==> config.mk <==
export PLATFORM = sky130hd
export DESIGN_NAME = fir_serial_mac
export DESIGN_NICKNAME = d
export VERILOG_FILES = /design/src/rtl/fir_pkg.sv /design/src/rtl/fir_sample_buf.sv /design/src/rtl/fir_serial_mac.sv
export SDC_FILE = /design/constraint.sdc
export NUM_CORES = 2
export LEC_CHECK = 0
export CAP_MARGIN = 25
export CORE_UTILIZATION = 45
export DETAILED_ROUTE_END_ITERATION = 8
export PLACE_DENSITY = 0.6
export RECOVER_POWER = 100
export SLEW_MARGIN = 5
export SYNTH_ARGS = -nofsm -noshare
export SYNTH_HDL_FRONTEND = slang
export SYNTH_SLANG_ARGS = --single-unit
==> constraint.sdc <==
create_clock -name clk -period 9.86 [get_ports clk]
set_clock_uncertainty 0.15 [all_clocks]
set_input_delay 1.972 -clock clk [delete_from_list [all_inputs] [get_ports clk]]
set_output_delay 1.972 -clock clk [all_outputs]
set_load 0.01 [all_outputs]
==> src/rtl/fir_pkg.sv <==
// Shared constants, state encoding and output saturation for the serial 32-tap FIR engine.
package fir_pkg;

    localparam int TAPS  = 32;
    localparam int AW    = 5;
    localparam int DW    = 16;
    localparam int CW    = 16;
    localparam int ACCW  = DW + CW + AW;
    localparam int SHIFT = 15;

    typedef enum logic [1:0] {
        IDLE = 2'd0,
        MAC  = 2'd1,
        DONE = 2'd2
    } state_e;

    localparam logic signed [ACCW-1:0] SAT_MAX    = ACCW'((1 << (DW - 1)) - 1);
    localparam logic signed [ACCW-1:0] SAT_MIN    = ~SAT_MAX;
    localparam logic signed [ACCW-1:0] ROUND_HALF = ACCW'(1) << (SHIFT - 1);

    function automatic logic signed [DW-1:0] sat_dw(input logic signed [ACCW-1:0] r);
        if (r > SAT_MAX) begin
            return SAT_MAX[DW-1:0];
        end else if (r < SAT_MIN) begin
            return SAT_MIN[DW-1:0];
        end
        return r[DW-1:0];
    endfunction

endpackage

==> src/rtl/fir_sample_buf.sv <==
// Circular sample history: one registered write port, one combinational read port.
module fir_sample_buf
    import fir_pkg::*;
(
    input  logic          clk_i,
    input  logic          rst_n_i,
    input  logic          we_i,
    input  logic [AW-1:0] waddr_i,
    input  logic [DW-1:0] wdata_i,
    input  logic [AW-1:0] raddr_i,
    output logic [DW-1:0] rdata_o
);

    logic [DW-1:0] mem_q [TAPS];

    // Cleared on reset so startup outputs see a zero history.
    always_ff @(posedge clk_i or negedge rst_n_i) begin
        if (!rst_n_i) begin
            for (int i = 0; i < TAPS; i++) begin
                mem_q[i] <= '0;
            end
        end else if (we_i) begin
            mem_q[waddr_i] <= wdata_i;
        end
    end

    assign rdata_o = mem_q[raddr_i];

endmodule

==> src/rtl/fir_serial_mac.sv <==
// Serial 32-tap FIR: accepts one sample, runs 32 MAC cycles against an external
// combinational coefficient ROM, then emits one rounded, saturated output.
//   state | meaning
//   IDLE  | ready for a sample; write it and clear the accumulator on accept
//   MAC   | tap k_q: acc += coef[k] * buf[newest - k]
//   DONE  | round, saturate, register dout and pulse out_valid
module fir_serial_mac
    import fir_pkg::*;
(
    input  logic          clk,
    input  logic          rst_n,
    input  logic [DW-1:0] din,
    input  logic          in_valid,
    output logic          in_ready,
    output logic [AW-1:0] coef_addr,
    input  logic [CW-1:0] coef,
    output logic [DW-1:0] dout,
    output logic          out_valid,
    output logic          overrun
);

    state_e                    state_q;
    logic [AW-1:0]             k_q;
    logic [AW-1:0]             wptr_q;
    logic [AW-1:0]             newest_q;
    logic [AW-1:0]             rd_addr;
    logic signed [ACCW-1:0]    acc_q;
    logic signed [ACCW-1:0]    acc_d;
    logic signed [ACCW-1:0]    acc_rnd;
    logic signed [ACCW-1:0]    acc_shr;
    logic signed [DW+CW-1:0]   prod;
    logic signed [DW-1:0]      sample;
    logic [DW-1:0]             dout_q;
    logic                      out_valid_q;
    logic                      overrun_q;
    logic                      accept;

    assign in_ready  = (state_q == IDLE);
    assign accept    = in_valid && in_ready;
    assign coef_addr = (state_q == MAC) ? k_q : '0;
    assign rd_addr   = newest_q - k_q;

    fir_sample_buf u_buf (
        .clk_i   (clk),
        .rst_n_i (rst_n),
        .we_i    (accept),
        .waddr_i (wptr_q),
        .wdata_i (din),
        .raddr_i (rd_addr),
        .rdata_o (sample)
    );

    // Accumulator is wide enough for 32 full-scale products, so no wrap is possible.
    assign prod    = (DW+CW)'($signed(coef)) * (DW+CW)'(sample);
    assign acc_d   = acc_q + ACCW'(prod);
    assign acc_rnd = acc_q + ROUND_HALF;
    assign acc_shr = acc_rnd >>> SHIFT;

    always_ff @(posedge clk or negedge rst_n) begin
        if (!rst_n) begin
            state_q     <= IDLE;
            k_q         <= '0;
            wptr_q      <= '0;
            newest_q    <= '0;
            acc_q       <= '0;
            dout_q      <= '0;
            out_valid_q <= 1'b0;
            overrun_q   <= 1'b0;
        end else begin
            out_valid_q <= 1'b0;
            if (in_valid && !in_ready) begin
                overrun_q <= 1'b1;
            end
            case (state_q)
                IDLE: begin
                    if (accept) begin
                        newest_q <= wptr_q;
                        wptr_q   <= wptr_q + AW'(1);
                        acc_q    <= '0;
                        k_q      <= '0;
                        state_q  <= MAC;
                    end
                end
                MAC: begin
                    acc_q <= acc_d;
                    if (k_q == AW'(TAPS - 1)) begin
                        state_q <= DONE;
                    end else begin
                        k_q <= k_q + AW'(1);
                    end
                end
                DONE: begin
                    dout_q      <= sat_dw(acc_shr);
                    out_valid_q <= 1'b1;
                    state_q     <= IDLE;
                end
                default: state_q <= IDLE;
            endcase
        end
    end

    assign dout      = dout_q;
    assign out_valid = out_valid_q;
    assign overrun   = overrun_q;

endmodule

==> parameters.txt <==
Parameter                              Value

Status
  Run status ... complete, but fails checks
  Violated checks ... max-capacitance violations, max-slew violations

CTS
  Clock slew seen by the registers of the worst setup and hold paths ... approximately 0.050 ns
  Clock insertion delay at the later pin of the skew report ... 0.63 ns
  Deepest clock path buffer count ... 3
  Clock net sink count ... 584
  Clock buffer count from CTS ... 68
  TritonCTS clock tree ... done
  Clock Tree Root ... sky130_fd_sc_hd__clkbuf_16
  H-Tree Level Count ... 3

STA
  Final setup violating endpoints ... 0
  Hold Violations, Final ... 0
  Post-route fraction of the period consumed by the critical path ... 0.964
  Max-slew headroom at the worst pin ... -2.38
  Setup repair after global routing missed its margin ... false
  Total count of max-transition violations in the final report ... about 680
  Slew @ Worst Pin ... roughly 5 ns
  Shortest clock period the worst path allows after layout ... 9.51 ns
  Setup TNS ... 0 ns
  Maximum clock frequency ... roughly 110 MHz

Worst setup path
  Arrival @ worst endpoint ... between 9 and 10 ns
  Required time at the endpoint of the critical path ... slightly above 10 ns
  Type of destination of the critical path ... flop
  Number of cells traversed by the worst register-to-register path ... 27
  CP max stage cell ... sky130_fd_sc_hd__fa_4
  Worst setup path category ... reg -> reg
  Critical path startpoint category ... flop
  Peak per-stage delay on the critical path ... roughly 0.96 ns
  Most used cell, CP ... sky130_fd_sc_hd__fa_1
  Highest fanout seen on the critical path ... 20

Global route
  Pin count of the biggest net entering global routing ... 150
  Number of antenna violations at the first check in global routing ... 3
  Total track usage ... 0.228
  Vias in the first global route ... roughly 26000
  Wire length of the first global-routing pass ... between 150000 and 200000 µm
  GR Overflow Total ... 0

Hold path
  Number of stages on the worst hold path ... 1
  Hold crit path type ... reg -> reg

Floorplan
  Y dimension of the die ... 294 µm
  CORE AREA ... between 80000 and 90000 µm²
  Total die area ... 86200 µm²
  Top-level port count ... 59
  Count of standard-cell rows ... 106
  Chip Width ... 294 µm
  Initial standard-cell utilization of the core ... 0.456

Place
  Detail Placement HPWL ... roughly 65000 µm
  Quantity of I/O buffers inserted on ports ... between 50 and 60
  Global placer's final weighted congestion ... ~0.9

Synthesis
  XOR/XNOR Fraction of Synth Area ... 0.0148
  Largest family of logic cells by synthesized area ... multiplexers
  Area of the mapped netlist ... ~38000 µm²
  Simple-gate area share of the yosys netlist ... 0.0634
  Proportion of synthesized area in mux cells ... 0.250
  Post-synthesis cell type count ... 57
  Post-synthesis sequential element count ... 584
  Cell count after synthesis ... 2980
  Synthesized netlist net count ... approximately 3500
  Yosys warns ... 0
  Avg Inst Size Synth ... roughly 13 µm²
  Post-synthesis compound-gate area fraction ... 0.0287
  Post-Synth Adder-Cell Area ... 0.206
  Share of the yosys chip area belonging to registers ... 0.382

Drt
  Average vias per placed instance ... approximately 5.5
  Iteration-0 DRC count of the detailed router ... 1326
  Total number of vias ... 23100
  Number of antenna-violating nets in the routed design ... 0
  Number of DRC violations after detailed routing ... 0
  Routed len/inst ... approximately 22 µm
  Sum of routed wire length over all layers ... roughly 94000 µm
  1st-pass router iterations ... 5

Finish
  Final Net Count ... around 3500
  Share of layout cells above drive strength 1 ... 0.284
  Synthesis-to-finish area growth ... 11.4%
  Count of filler cells inserted in the layout ... between 7000 and 8000

Run
  Max-cap violations ... 30
==> worst max-delay path, delay by kind of cell, from the launching register on <==
family	cells	cell delay, ns
AOI/OAI and AO/OA	8	1.85
xor gates and xnor gates	1	0.16
adders and majority gates	9	4.44
buffers and inverters	5	0.59
DFF	1	0.45
muxes	3	1.54
and+or+nand+nor	1	0.16
==> layer usage <==
metal | track usage | wire length, µm | part of all wire | up-vias
li1 | - | - | - | 10100
met1 | 0.301 | 40300 | 0.43 | 12400
met2 | 0.396 | 47700 | 0.51 | 502
met3 | 0.0309 | 3890 | 0.041 | 143
met4 | 0.0588 | 2070 | 0.022 | 2
met5 | 0 | 8 | 0.000085 | -
==> sequential cells by signal (all words and copies together), names as in the netlist <==
name / cells
out_valid: 1
k_q: 5
acc_q: 37
dout: 16
u_buf.mem_q: 512
wptr_q: 5
overrun: 1
newest_q: 5
state_q: 2
==> cell usage in the layout, fill, tap and decap left out, types with 5 or more instances in the layout <==
master | Yosys | routed
sky130_fd_sc_hd__clkbuf_8 | 0 | 11
sky130_fd_sc_hd__o21a_1 | 5 | 5
sky130_fd_sc_hd__inv_1 | 350 | 350
sky130_fd_sc_hd__dlygate4sd3_1 | 0 | 24
sky130_fd_sc_hd__and3_1 | 7 | 7
sky130_fd_sc_hd__mux2_2 | 528 | 525
sky130_fd_sc_hd__fa_1 | 320 | 318
sky130_fd_sc_hd__nand3_1 | 27 | 28
sky130_fd_sc_hd__nor3b_1 | 8 | 8
sky130_fd_sc_hd__nand2b_1 | 8 | 8
sky130_fd_sc_hd__xnor2_1 | 39 | 37
sky130_fd_sc_hd__o21ai_0 | 93 | 93
sky130_fd_sc_hd__and2_0 | 0 | 5
sky130_fd_sc_hd__dfrtp_1 | 584 | 584
sky130_fd_sc_hd__xor2_1 | 22 | 22
sky130_fd_sc_hd__mux4_2 | 159 | 159
sky130_fd_sc_hd__a211oi_1 | 5 | 5
sky130_fd_sc_hd__clkinv_2 | 0 | 8
sky130_fd_sc_hd__buf_12 | 0 | 10
sky130_fd_sc_hd__a21oi_1 | 35 | 36
sky130_fd_sc_hd__nor2_2 | 0 | 10
sky130_fd_sc_hd__clkbuf_1 | 128 | 47
sky130_fd_sc_hd__a21o_1 | 15 | 15
sky130_fd_sc_hd__ha_1 | 119 | 118
sky130_fd_sc_hd__buf_8 | 0 | 13
sky130_fd_sc_hd__nand4_1 | 12 | 12
sky130_fd_sc_hd__clkdlybuf4s50_1 | 0 | 33
sky130_fd_sc_hd__nand2_1 | 201 | 200
sky130_fd_sc_hd__nor2_1 | 63 | 53
sky130_fd_sc_hd__and2_1 | 140 | 135
sky130_fd_sc_hd__o211ai_1 | 5 | 5
sky130_fd_sc_hd__clkbuf_16 | 0 | 68
sky130_fd_sc_hd__buf_4 | 5 | 33
==> cell type report <==
class	instances	area, µm²	area share
diodes	2	5.00	0.000117
clock buffers	95	1910	0.0449
clock inverters	20	304	0.00714
inverters	350	1310	0.0308
multi-input cells	1872	21600	0.507
flip-flops and latches	584	14600	0.343
well taps	1134	1420	0.0333
repair buffers	151	1420	0.0334
==> per-stage QoR <==
stage	hold WS [ns]	worst slack, ns	utilization	cell area, µm²	instances
6_report	0.317	0.354	0.508	42600	4208
5_1_grt	0.347	0.00701	0.508	42600	4207
4_1_cts	0.324	0.254	0.507	42500	4185
3_5_place_dp	0.307	0.296	0.481	40300	4070
3_3_place_gp	0.303	0.337	0.480	40200	4068
2_1_floorplan	0.300	1.25	-	38200	2980
==> worst paths after layout <==
path | startpoint | end | slack (ns)
max reg2reg | k_q[0]$_DFFE_PN0P_ | acc_q[35]$_DFFE_PN0P_ | 0.35
max | k_q[0]$_DFFE_PN0P_ | acc_q[35]$_DFFE_PN0P_ | 0.35
min | overrun$_DFFE_PN0P_ | overrun$_DFFE_PN0P_ | 0.32
min reg2reg | overrun$_DFFE_PN0P_ | overrun$_DFFE_PN0P_ | 0.32
max in group asynchronous | rst_n | acc_q[24]$_DFFE_PN0P_ | 2.42
min in group asynchronous | rst_n | u_buf.mem_q[266]$_DFFE_PN0P_ | 3.06
==> Yosys cell counts, drive strengths merged <==
cell type | count | area share
mux2 | 528 | 0.16
mux4 | 159 | 0.094
nor3 | 4 | 0.00052
o31ai | 3 | 0.00059
fa | 320 | 0.17
inv | 350 | 0.034
a31oi | 2 | 0.00033
and2 | 141 | 0.023
a22o | 2 | 0.00046
o211ai | 6 | 0.0013
buf | 45 | 0.0070
o21ai | 94 | 0.012
a21oi | 37 | 0.0050
mux2i | 5 | 0.0014
a21boi | 1 | 0.00020
or2 | 3 | 0.00049
and4 | 1 | 0.00023
clkbuf | 129 | 0.013
o21a | 5 | 0.00098
nor4 | 4 | 0.0010
nor2b | 4 | 0.00065
nand4 | 12 | 0.0020
o221ai | 1 | 0.00023
nand3b | 4 | 0.00079
nor2 | 63 | 0.0062
o31a | 1 | 0.00023
nor3b | 8 | 0.0016
nand2 | 201 | 0.020
or3 | 2 | 0.00033
a221oi | 3 | 0.00069
o21bai | 4 | 0.00079
ha | 119 | 0.039
xnor2 | 41 | 0.0098
nand3 | 29 | 0.0041
nand2b | 8 | 0.0013
o41ai | 2 | 0.00046
dfrtp | 584 | 0.38
a2111oi | 1 | 0.00023
a211oi | 5 | 0.00098
a32o | 1 | 0.00026
and3 | 7 | 0.0011
o311ai | 3 | 0.00069
nor4b | 1 | 0.00023
a21o | 15 | 0.0029
xor2 | 22 | 0.0050
==> cells by family (layout without fill, tap and decap cells) <==
family                   count (synthesis)  after routing
other                                    0              2
AO/OA/AOI/OAI                          186            186
XOR/XNOR                                63             63
AND/OR/NAND/NOR                        492            492
multiplexers                           692            692
buffers and inverters                  524            616
adder cells (fa/ha/maj)                439            439
flip-flops                             584            584
==> what timing repair did <==
| action | in CTS | in global routing |
|---|---|---|
| gates resized for setup | 0 | 5 |
| setup endpoints to repair | 0 | 3 |
| buffers inserted | 0 | 2 |
| hold buffers | 0 | 0 |
Power is left out: the tool's default activity adds up to more than one toggle a clock period on the data nets, which glitch-free logic cannot reach.
